==> config.mk <==
export PLATFORM = sky130hd
export DESIGN_NAME = ppu_stream_sink
export DESIGN_NICKNAME = d
export VERILOG_FILES = /design/src/rtl/ppu_stream_sink.sv
export SDC_FILE = /design/constraint.sdc
export NUM_CORES = 1
export LEC_CHECK = 0
export ABC_AREA = 1
export CAP_MARGIN = 20
export CORE_ASPECT_RATIO = 1.75
export CORE_MARGIN = 3
export CORE_UTILIZATION = 30
export CTS_BUF_LIST = sky130_fd_sc_hd__clkbuf_4
export CTS_CLUSTER_SIZE = 12
export DETAILED_ROUTE_END_ITERATION = 16
export GPL_TIMING_DRIVEN = 0
export PLACE_DENSITY = 0.54
export SYNTH_ARGS = -nofsm -noshare
export SYNTH_HDL_FRONTEND = slang
export SYNTH_SLANG_ARGS = --single-unit
==> constraint.sdc <==
create_clock -name clk -period 5.7 [get_ports clk]
set_input_delay 1.14 -clock clk [delete_from_list [all_inputs] [get_ports clk]]
set_output_delay 1.14 -clock clk [all_outputs]
set_load 0.05 [all_outputs]
==> src/rtl/ppu_stream_sink.sv <==
// ppu_stream_sink: FIFO-buffered PPU pixel sink with raster tracking and frame-start sync
module ppu_stream_sink #(
  parameter int DEPTH = 16,
  parameter int ADDR_W = 4,
  parameter int H_PIXELS = 32,
  parameter int V_LINES = 32
) (
  input  logic                         clk,
  input  logic                         rst,
  input  logic                         stb_i,
  input  logic [7:0]                   data_i,
  output logic                         ack_o,
  input  logic                         pix_en,
  output logic [7:0]                   pix_o,
  output logic                         pix_valid,
  output logic [$clog2(H_PIXELS)-1:0]  h_pos,
  output logic [$clog2(V_LINES)-1:0]   v_pos,
  output logic                         sync_o,
  output logic                         underrun,
  input  logic                         clr_underrun,
  output logic [ADDR_W:0]              level
);
  localparam int HW = $clog2(H_PIXELS);
  localparam int VW = $clog2(V_LINES);
  logic [7:0] mem [DEPTH];
  logic [ADDR_W-1:0] wr_ptr, rd_ptr;
  logic started, accept, pop_ok, h_last, v_last, wrap;
  logic [HW-1:0] h_nxt;
  logic [VW-1:0] v_nxt;
  // Handshake/pop qualification and next raster position; the first tick after reset lands on (0,0)
  always_comb begin
    accept = stb_i && !ack_o && level != (ADDR_W+1)'(DEPTH);
    pop_ok = pix_en && level != '0;
    h_last = h_pos == HW'(H_PIXELS - 1);
    v_last = v_pos == VW'(V_LINES - 1);
    wrap = !started || (h_last && v_last);
    h_nxt = (!started || h_last) ? '0 : h_pos + HW'(1);
    v_nxt = wrap ? '0 : h_last ? v_pos + VW'(1) : v_pos;
  end
  // Byte storage; contents need no reset since the pointers define what is valid
  always_ff @(posedge clk) begin
    if (accept) mem[wr_ptr] <= data_i;
  end
  // FIFO pointers, occupancy and the one-cycle acknowledge
  always_ff @(posedge clk or posedge rst) begin
    if (rst) begin
      wr_ptr <= '0;
      rd_ptr <= '0;
      level <= '0;
      ack_o <= 1'b0;
    end else begin
      ack_o <= accept;
      if (accept) wr_ptr <= wr_ptr + ADDR_W'(1);
      if (pop_ok) rd_ptr <= rd_ptr + ADDR_W'(1);
      level <= level + (ADDR_W+1)'(accept) - (ADDR_W+1)'(pop_ok);
    end
  end
  // Pixel output and raster position advance together on each display tick, valid or not
  always_ff @(posedge clk or posedge rst) begin
    if (rst) begin
      pix_o <= '0;
      pix_valid <= 1'b0;
      h_pos <= '0;
      v_pos <= '0;
      started <= 1'b0;
      sync_o <= 1'b0;
    end else begin
      sync_o <= pix_en && wrap;
      if (pix_en) begin
        pix_o <= pop_ok ? mem[rd_ptr] : '0;
        pix_valid <= pop_ok;
        h_pos <= h_nxt;
        v_pos <= v_nxt;
        started <= 1'b1;
      end
    end
  end
  // Sticky underrun flag; a new empty pop beats a simultaneous clear
  always_ff @(posedge clk or posedge rst) begin
    if (rst) underrun <= 1'b0;
    else underrun <= (pix_en && !pop_ok) || (underrun && !clr_underrun);
  end
endmodule

; ---- Yosys cells after proc, flatten, opt, wreduce, memory -nomap -nowiden
; Memory sizes are Yosys's and may differ from the RTL's.
; Cells that the tools add are included.
[word_totals]
in_bits = 13
register_bits = 36
word_cells = 44
out_inout_bits = 27
ramBits = 128
mem_count = 1
[memory_table]
columns = name, words, width, rd, rd_clocked_by_memory_dff, wr, line_no
row1 = mem, 16, 8, 1, 0, 1, 25  ; logic [7:0] mem [DEPTH];
[op_classes]
reduce_logical = 17
n_eq_ne = 3
muxes = 6
add_sub_neg = 6
[op_table]
columns = operator, count
row1 = 2-to-1 mux 5 bit, 3
row2 = adder 5 x 1 -> 5 bit (second input constant), 2
row3 = == test 5 bit (second input constant), 2
row4 = adder 4 x 1 -> 4 bit (second input constant), 2
row5 = 2-to-1 mux 8 bit, 1
row6 = logical AND 1 bit, 7
row7 = adder 5 x 1 -> 5 bit, 1
row8 = inequality test 5 bit (second input constant), 1
row9 = nonzero test 5 bit, 1
row10 = subtractor 5 x 1 -> 5 bit, 1
row11 = logical NOT 1 bit, 4
row12 = logical OR 1 bit, 3
row13 = 2-to-1 mux 1 bit, 2
row14 = AND reduction 2 bit, 1
row15 = nonzero test 2 bit, 1

; ---- Logic depth before layout (Yosys ltp)
; Gate-level depths: netlist of run 1.
[depth]
word_depth = 5
ltp_mapped = 14
ltp_nobuf = 13

; ---- Least setup slack after synthesis of run 1
; Ideal clock, no wire load.
[synth_path]
kind = input -> register
from = input port pix_en
to = register level[4]
setup_ps = 79
arrival_ps = 2926
n_path_buf = 2
path_slack_ps = 2695
required_time_ps = 5621
path_stages = 12
path_cell_list = buf_2 -> nand2_1 -> inv_2 -> buf_2 -> ha_1 -> inv_1 -> ha_1 -> fa_1 -> a21oi_1 -> nor2_1 -> nor2_1 -> xor2_1
[synth_between]
elab_chain_len = 2
[synth_rtl]
columns = element, line_no
row1 = "start, declared", 13  ; input logic pix_en,
row2 = logical AND 1 bit, 33  ; pop_ok = pix_en && level != '0;
row3 = via pop_ok, 27  ; logic started, accept, pop_ok, h_last, v_last, wrap;
row4 = subtractor 5 x 1 -> 5 bit, 55  ; level <= level + (ADDR_W+1)'(accept) - (ADDR_W+1)'(pop_ok);
row5 = "end signal, assigned", 55
row6 = "end, declared", 21  ; output logic [ADDR_W:0] level
; The timed path passes the listed nets, and every way through them passes these cells.
; A chain may end at the register's enable or synchronous reset.

; ---- Worst setup path after layout of run 1
[layout_path]
from = register h_pos[0]
to = output port h_pos[0]
[layout_rtl]
columns = element, line_no
row1 = "start, declared", 16  ; output logic [$clog2(H_PIXELS)-1:0] h_pos,
row2 = "start signal, assigned", 72  ; h_pos <= h_nxt;
; No word-level cell between the ends.

==> results of run 1 <==
-- cell usage after synthesis, types with 2 or more instances --
| library cell | number |
|---|---|
| buf_6 | 5 |
| inv_2 | 9 |
| edfxtp_1 | 128 |
| nand3_1 | 99 |
| dfrtp_1 | 36 |
| buf_1 | 2 |
| o21ai_1 | 5 |
| xor2_1 | 10 |
| buf_4 | 7 |
| buf_2 | 13 |
| a21oi_1 | 6 |
| ha_1 | 15 |
| o21ai_0 | 2 |
| o22ai_1 | 2 |
| nor3_1 | 7 |
| nand4_1 | 3 |
| nand2_1 | 235 |
| nor2_1 | 22 |
| inv_1 | 120 |
-- logic make-up (layout without fill, tap and decap cells) --
family | count (synthesis) | count (layout)
simple gates | 367 | 367
flops | 164 | 164
buf+inv | 157 | 228
fa+ha+maj | 16 | 16
compound gates | 15 | 15
xor+xnor | 10 | 10
other cells | 0 | 1
-- power by group through the flow --
stage               Clock [mW]  Combinational [mW]  Sequential, mW
CTS                      0.702                1.79            1.55
global placement             0                1.77            1.58
floorplan                    0               0.943            1.81
global route             0.749                1.96            1.57
detailed placement           0                1.79            1.57
finish                   0.677                1.76            1.55
-- path summary, 6_finish.rpt --
check / startpoint / to / slack [ns]
worst max-delay path: h_pos[0] / h_pos[0] / 2.72
worst min-delay path: started / started / 0.49
worst max register to register: level[3] / level[4] / 2.94
worst min register to register: started / started / 0.49
max in group asynchronous: rst / h_pos[2] / 4.23
min in group asynchronous: rst / level[1] / 1.00
-- cell type report --
type | instances | area (µm²) | share of cell area [%]
clock inverter | 9 | 106 | 1.27
inverter | 129 | 484 | 5.78
antenna | 1 | 2.50 | 0.0299
timing repair buffer | 39 | 388 | 4.63
buffer | 28 | 185 | 2.21
tap | 308 | 385 | 4.60
multi-input combinational | 408 | 1900 | 22.7
sequential | 164 | 4740 | 56.7
clock buffer | 23 | 173 | 2.06
-- routing by layer --
metal / share of wire (%) / GRT usage (%) / vias up
met1: 37 / 14.8 / 2290
met5: 0 / 0 / -
li1: - / - / 2440
met2: 56 / 27.6 / 104
met4: 3.4 / 6.88 / 0
met3: 3.4 / 2.95 / 27
-- registers in the layout, indices dropped and copies added, names as in the netlist --
| register | cells |
|---|---|
| h_pos | 5 |
| sync_o | 1 |
| pix_o | 8 |
| pix_valid | 1 |
| started | 1 |
| wr_ptr | 4 |
| mem | 128 |
| underrun | 1 |
| level | 5 |
| rd_ptr | 4 |
| v_pos | 5 |
| ack_o | 1 |
==> run summary, run 1 <==
Hold Crit Class: reg2reg
number of global-route vias before repair: 4,881
commonest non-fill, non-tap cell in the layout: nand2_1
DR pass1 iterations: 5
Die Y: 213 µm
Synth async-reset ratio: 22.0%
largest cells by area after synthesis: edfxtp_1 53%, dfrtp_1 12%, nand2_1 12%, nand3_1 6.8%, inv_1 6.2%
post-place setup slack: 2.21 ns
Sw Ratio: 42.3%
Tmin final: 2.98 ns
fin crit share: 52.2%
Post CTS Setup Buffer Count: 0
port bufs: 38
CP required: 4.56 ns
Synth Area in Compound Gates: 1.06%
mapped cell area: 7310 µm²
WL final: 17,900 µm
fraction of synthesized area in multiplexers: 0%
detailed placement HPWL: 12,900 µm
Final Hold Viols: 0
Initial Util: 30.4%
relative slew slack: 35.6%
Synth area leader: edfxtp_1
worst r2r path cells: 14
Max Slew Vio Count: 0
number of flops mapped to enable cells by yosys: 128
CTS tree: built
Crit path depth: 1
Clock power frac: 17.0%
Syn. warnings: 0
Reg clk slew, reported paths: 0.12 ns
register area share after synthesis: 64.9%
antenna viol nets, final: 0
Top Family by Delay on Critical Path: buffers and inverters
IO Count: 40
Crit Path Max Fanout: 4
RSZ-0062 raised after global routing: no
Design Area, Final: 8370 µm²
simple-gate share of the synthesized area: 20.9%
synthesis-to-layout area growth: 14.5%
Power Density: 476 nW/µm²
Finished Layout Cells: 1,109
fraction of layout cells with a size suffix above 1: 8.63%
Overall Global Routing Usage: 14.6%
most frequent cells in the layout: 235 x nand2_1, 128 x edfxtp_1, 119 x inv_1
fmax: 336 MHz
Yosys reg bits: 164
Startpoint Class: register
Setup Crit Path Kind: reg2out
Syn Area/Cell: 10.0 µm²
Critical Path End Type: output port
DRC viols: 0
global route overflow: 0
P_int: 2.30 mW
largest net degree at the start of global routing: 37
worst hold slack: 0.490 ns
clock root cell: clkbuf_4
DP Area: 8090 µm²
status: finished, final reports clean
hold_buf cts: 0
Core ar.: 24,000 µm²
slowest cell delay on critical path: 0.85 ns
combinational power share: 44.2%
initial antenna violation count: 1
Synth Area in Adders: 2.84%
clk buf depth: 2
Worst Max-Slew Pin Slew: 0.963 ns
First DRT Iteration DRCs: 209
# placed instances: 1,076
CTS Buf Count: 17
Max-cap violations: 0
Sink Count: 164
num rows: 75
Final Power: 3.98 mW
Fin Clk Skew: 0.0123 ns
maximum VDD drop: 0.157 mV
total negative setup slack: 0 ns
Slowest-stage cell, CP: clkdlybuf4s50_1
count of different cell masters after synthesis: 22
DR WL/cell: 16.1 µm
Buffers & Inverters on Critical Path: 1
vias per cell: 4.38
final setup fails: 0
Skew-Pair Late Insertion Delay: 0.57 ns
setup ws final: 2.72 ns
Die Width: 124 µm
Switch Pwr: 1.69 mW
first-pass GRT wire length: 27,700 µm
die area: 26,400 µm²
# resized after CTS: 0
Min-Delay Path Depth: 2
share of the synthesized area in the top cell type: 52.6%
syn nets: 758
CP arrival: 1.84 ns
xor-xnor portion of the synthesized cell area: 1.20%
# nets final: 816
cells after synthesis: 729
final core utilization: 34.8%
Leak Pwr: 3.68 nW
Seq pwr share: 38.8%
crit-path cells: clkdlybuf4s50_1
combinational family with the most area after synthesis: simple AND/OR/NAND/NOR gates
H-tree Lvls: 4
routed via count: 4,861
Main synth FF type: edfxtp_1
fill count: 2,499
gp weighted congestion: 0.825
Note: power is estimated with default switching activity, not from simulation.
==> run 2, diff against run 1 <==
PLACE_DENSITY = 0.55   (was 0.54)
clock period = 2.55 ns   (was 5.7 ns; I/O delays follow)
==> run summary, run 2 (synthesis gave the netlist of run 1 again) <==
Buffers & Inverters on Critical Path: 2 (+1)
Worst Max-Slew Pin Slew: 0.960 ns (-0.00246 ns)
slowest cell delay on critical path: 0.79 ns (-0.06 ns)
Slowest-stage cell, CP: clkdlybuf4s50_1
global route overflow: 0 (unchanged)
synthesis-to-layout area growth: 17.1%
status: finished, final reports clean
max reg flops: 128 (unchanged)
most frequent cells in the layout: 234 x nand2_1, 128 x edfxtp_1, 116 x inv_1
Core ar.: 24,000 µm² (unchanged)
detailed placement HPWL: 12,800 µm (-0.87%)
First DRT Iteration DRCs: 235 (+12%)
CP arrival: 1.88 ns (+0.04 ns)
hold_buf cts: 0 (unchanged)
post-place setup slack: -0.278 ns (-2.49 ns)
fraction of layout cells with a size suffix above 1: 11.9% (+3.3 points)
DR pass1 iterations: 5 (unchanged)
Critical Path End Type: output port
Die Y: 213 µm (unchanged)
# nets final: 824 (+0.98%)
Sink Count: 164 (unchanged)
Final Hold Viols: 0 (unchanged)
IO Count: 40 (unchanged)
Crit. Startpoint: level[3]
Top Family by Delay on Critical Path: buffers and inverters
clk buf depth: 2 (unchanged)
num rows: 75 (unchanged)
Final Power: 9.33 mW (+130%)
Seq pwr share: 37.1% (-1.7 points)
vias per cell: 4.43 (+1.1%)
fmax: 418 MHz
port bufs: 38 (unchanged)
Overall Global Routing Usage: 14.5% (-0.021 points)
FF-to-FF Start: level[2]
CP required: 2.04 ns (-2.52 ns)
CTS Buf Count: 17 (unchanged)
Max Slew Vio Count: 0 (unchanged)
Startpoint Class: register
Switch Pwr: 3.85 mW (+130%)
fill count: 2,423 (-3.0%)
Clock power frac: 19.1% (+2.1 points)
DRC viols: 0 (unchanged)
antenna viol nets, final: 0 (unchanged)
Tmin final: 2.39 ns
WL final: 18,000 µm (+0.63%)
Fin Clk Skew: 0.0191 ns (+0.00679 ns)
relative slew slack: 35.6% (+0.052 points)
Setup Crit Path Kind: reg2out
Design Area, Final: 8570 µm² (+2.3%)
die area: 26,400 µm² (unchanged)
commonest non-fill, non-tap cell in the layout: nand2_1
first-pass GRT wire length: 27,700 µm (about the same)
crit-path cells: buf_4 > clkdlybuf4s50_1
number of global-route vias before repair: 4,874 (-0.14%)
Crit Path Max Fanout: 3 (-1)
DR WL/cell: 16.1 µm (about the same)
Top reg by flops: mem
maximum VDD drop: 0.326 mV (+110%)
largest net degree at the start of global routing: 37 (unchanged)
min-delay src: pix_en
RSZ-0062 raised after global routing: yes
H-tree Lvls: 4 (unchanged)
Initial Util: 30.4% (unchanged)
Die Width: 124 µm (unchanged)
initial antenna violation count: 1 (unchanged)
Sw Ratio: 41.2% (-1.1 points)
P_int: 5.49 mW (+140%)
Max-cap violations: 0 (unchanged)
CTS tree: built
DP Area: 8090 µm² (unchanged)
setup ws final: 0.156 ns (-2.57 ns)
gp weighted congestion: 0.832 (+0.86%)
Reg clk slew, reported paths: 0.14 ns (+0.02 ns)
Leak Pwr: 3.75 nW (+1.8%)
fin crit share: 93.9%
Skew-Pair Late Insertion Delay: 0.59 ns (+0.02 ns)
final setup fails: 0 (unchanged)
routed via count: 4,952 (+1.9%)
combinational power share: 43.8% (-0.4 points)
clock root cell: clkbuf_4
Hold Crit Class: in2reg
Power Density: 1090 nW/µm² (+130%)
biggest regs: mem: 128 flops, pix_o: 8 flops
-- run 2: cell count changes in the layout (fill, tap and decap cells not counted), moves of 3 or more --
cell,change
inv_1,-3
bufinv_16,+3
ha_4,+3
buf_4,+8
nor2_2,+7
clkbuf_4,-3
ha_1,-3
clkinv_2,+3
nor2_1,-7
-- run 2: layout make-up --
type	count	area, µm²	area share (%)
flip-flops and latches	164	4750	55.4
diodes	1	2.50	0.0292
clock buffers	20	150	1.75
repair buffers	48	453	5.29
multi-input cells	408	1970	23.0
inverters	129	489	5.71
plain buffers	27	180	2.10
well taps	308	385	4.50
clock inverters	12	186	2.18
-- run 2: final timing paths --
check                           cells past startpoint   endpoint  slack [ns]
worst max-delay path                                2   level[3]        0.16
worst min-delay path                                2   h_pos[0]        0.25
worst max register to register                     13   level[4]        0.16
worst min register to register                      2    started        0.49
max in group asynchronous                           2   level[2]        1.65
min in group asynchronous                           2  wr_ptr[2]        0.37
-- run 2: power by group through the flow --
stage	clock network [mW]	logic (mW)	registers, mW
floorplan	0	2.11	4.05
global placement	0	3.94	3.52
detailed placement	0	3.98	3.53
CTS	1.84	4.02	3.47
global route	1.95	4.52	3.51
finish	1.78	4.09	3.46
-- run 2: timing repair --
| item | CTS | global route |
|---|---|---|
| endpoints found under the setup margin | 41 | 49 |
| gates resized for setup | 9 | 9 |
| pin swaps | 2 | 6 |
| buffers inserted | 3 | 6 |
-- run 2: per-stage QoR --
step                setup TNS, ns  std cells  hold slack [ns]  utilization [%]
finish                          0       1117            0.252             35.7
global route              -0.0589       1117            0.216             35.7
CTS                       -0.0207       1109            0.210             35.2
detailed placement         -21.44       1075            0.459             33.7
global placement           -19.06       1075            0.448             33.7
floorplan                       0        729            0.434                -
-- run 2: layer usage --
| metal | vias up | share of wire (%) | GRT usage (%) |
|---|---|---|---|
| li1 | 2454 | - | - |
| met1 | 2364 | 36 | 14.8 |
| met2 | 111 | 57 | 27.6 |
| met3 | 23 | 3.7 | 3.11 |
| met4 | 0 | 3.4 | 6.73 |
| met5 | - | 0 | 0 |
-- run 2: worst reg2reg max path, delay by kind of cell, from the launching register on --
kind / cells / cell delay (ns)
AOI/OAI and AO/OA: 1 / 0.12
buffers and inverters: 3 / 0.21
adders and majority gates: 4 / 0.91
DFF: 1 / 0.44
xor gates and xnor gates: 1 / 0.14
and+or+nand+nor: 4 / 0.50
==> run 3, diff against run 2 <==
CORE_UTILIZATION = 55   (was 30)
PLACE_DENSITY = 0.74   (was 0.55)
==> run summary, run 3 (synthesis gave the netlist of run 1 again) <==
status: finished, final reports clean
Initial Util: 56.2% (+26 points)
number of global-route vias before repair: 4,945 (+1.5%)
DRC viols: 0 (unchanged)
first-pass GRT wire length: 25,300 µm (-8.7%)
num rows: 55 (-27%)
Metal-1 WL: 5980 µm (-7.7%)
Setup Crit Path Kind: reg2reg
Die Width: 93.2 µm (-25%)
die area: 14,800 µm² (-44%)
clk buf depth: 2 (unchanged)
fraction of layout cells with a size suffix above 1: 11.0% (-0.88 points)
Highest Signal Layer: met4
Min-Delay Path Depth: 2 (unchanged)
Skew-Pair Late Insertion Delay: 0.57 ns (-0.02 ns)
Leak Pwr: 3.73 nW (-0.34%)
routed wl met3: 829 µm (+24%)
Max-cap violations: 0 (unchanged)
Top reg by flops: mem
Tmin final: 2.44 ns (+0.0472 ns)
# placed instances: 941 (-12%)
Seq pwr share: 38.3% (+1.2 points)
worst r2r path cells: 13 (unchanged)
H-tree Lvls: 4 (unchanged)
largest net degree at the start of global routing: 23 (-38%)
Overall Global Routing Usage: 23.3% (+8.8 points)
IO Count: 40 (unchanged)
CP arrival: 2.95 ns (+1.07 ns)
WL final: 16,600 µm (-8.0%)
Startpoint Class: register
First DRT Iteration DRCs: 342 (+46%)
port bufs: 38 (unchanged)
Switch Pwr: 3.77 mW (-1.9%)
post-place setup slack: -0.319 ns (-0.0410 ns)
worst hold slack: 0.272 ns (+0.0197 ns)
routed via count: 5,086 (+2.7%)
Core ar.: 13,000 µm² (-46%)
Sw Ratio: 41.6% (+0.40 points)
DR pass1 iterations: 5 (unchanged)
DR WL/cell: 16.9 µm (+4.8%)
fill count: 991 (-59%)
P_int: 5.29 mW (-3.5%)
Die Y: 159 µm (-25%)
Fin Clk Skew: 0.0294 ns (+0.0104 ns)
vias per cell: 5.18 (+17%)
synthesis-to-layout area growth: 14.6%
fmax: 410 MHz (-1.9%)
Clock power frac: 17.5% (-1.6 points)
Worst Max-Slew Pin Slew: 0.897 ns (-0.0633 ns)
fin crit share: 95.7% (+1.9 points)
slowest cell delay on critical path: 0.45 ns (-0.34 ns)
gp weighted congestion: 0.830 (-0.24%)
hold_buf cts: 0 (unchanged)
DP Area: 7960 µm² (-1.7%)
biggest regs: mem: 128 flops, pix_o: 8 flops
Design Area, Final: 8380 µm² (-2.2%)
Crit path depth: 13 (+11)
final setup fails: 0 (unchanged)
Top Family by Delay on Critical Path: adder cells
Reg clk slew, reported paths: 0.15 ns (about the same)
most frequent cells in the layout: 234 x nand2_1, 128 x edfxtp_1, 117 x inv_1
Critical Path End Type: register
Buffers & Inverters on Critical Path: 3 (+1)
global route overflow: 0 (unchanged)
CTS Buf Count: 17 (unchanged)
initial antenna violation count: 1 (unchanged)
routed wl met2: 8890 µm (-13%)
CTS tree: built
antenna viol nets, final: 0 (unchanged)
crit-path cells: inv_2 > ha_4 > nand4_1 > nand2_2 > clkinv_4 > ha_4 > inv_2 > ha_4 > fa_2 > a21oi_2 > nor2_1 > nor2_1 > xor2_1
Crit Path Max Fanout: 3 (unchanged)
max reg flops: 128 (unchanged)
CP required: 3.06 ns (+1.02 ns)
Hold Crit Class: in2reg
Finished Layout Cells: 981 (-12%)
cell mode on critical path: ha_4
# nets final: 825 (+0.12%)
commonest non-fill, non-tap cell in the layout: nand2_1
Final Hold Viols: 0 (unchanged)
maximum VDD drop: 0.468 mV (+44%)
Slowest-stage cell, CP: dfrtp_2
detailed placement HPWL: 11,600 µm (-9.0%)
combinational power share: 44.2% (+0.4 points)
clock root cell: clkbuf_4
setup ws final: 0.109 ns (-0.0472 ns)
Max Slew Vio Count: 0 (unchanged)
Power Density: 1080 nW/µm² (-0.74%)
Sink Count: 164 (unchanged)
relative slew slack: 40.0% (+4.3 points)
-- run 3: cell count changes in the layout (fill, tap and decap cells not counted), moves of 2 or more --
cell,before,now
nor2_1,15,20
clkinvlp_4,1,3
clkinv_2,5,1
bufinv_16,5,3
nor2_2,7,2
clkinv_4,1,4
-- run 3: area by class of cell --
cell class	instances	area, µm²	share of cell area [%]
antenna	1	2.50	0.0299
buffer	27	180	2.15
clock buffer	19	143	1.70
clock inverter	13	160	1.91
inverter	129	489	5.84
multi-input combinational	408	1960	23.4
sequential	164	4750	56.6
tap	171	214	2.55
timing repair buffer	49	483	5.76
-- run 3: timing repair --
action	4_1_cts	5_1_grt
setup endpoints to repair	9	20
cloned	0	0
endpoints found under the hold margin	0	0
buffers inserted	0	8
gates resized for setup	2	12
pin swaps	2	8
-- run 3: worst paths after layout --
path	end	start	slack, ns
hold / removal	h_pos[0]	pix_en	0.27
min in group asynchronous	level[4]	rst	0.34
hold reg to reg	started	started	0.49
setup / recovery	level[4]	level[3]	0.11
setup reg to reg	level[4]	level[3]	0.11
max in group asynchronous	started	rst	1.63
-- run 3: stage by stage --
stage | TNS [ns] | power, mW | util, %
detailed placement | -14.73 | 7.38 | 61.2
floorplan | 0 | 6.17 | -
global route | -0.0341 | 9.61 | 64.4
finish | 0 | 9.07 | 64.4
CTS | 0 | 8.95 | 63.5
global placement | -15.33 | 7.26 | 60.8
-- run 3: worst register-to-register path: cells and delay by family (launching register included) --
family	cells	cell delay [ns]
flip-flops	1	0.45
AND/OR/NAND/NOR	4	0.46
AO/OA/AOI/OAI	1	0.13
buffers and inverters	3	0.20
XOR/XNOR	1	0.17
adder cells (fa/ha/maj)	4	0.95
-- run 3: power by group through the flow --
stage | registers (mW) | logic, mW | clock network [mW]
6_report | 3.47 | 4.01 | 1.59
4_1_cts | 3.46 | 3.88 | 1.61
3_3_place_gp | 3.51 | 3.75 | 0
2_1_floorplan | 4.05 | 2.11 | 0
5_1_grt | 3.51 | 4.37 | 1.73
3_5_place_dp | 3.52 | 3.86 | 0
-- run 3: layer usage --
metal	global-route usage (%)	up-vias
met5	0	-
met4	13.7	0
met3	4.59	55
met2	42.2	186
met1	25.1	2382
li1	-	2463
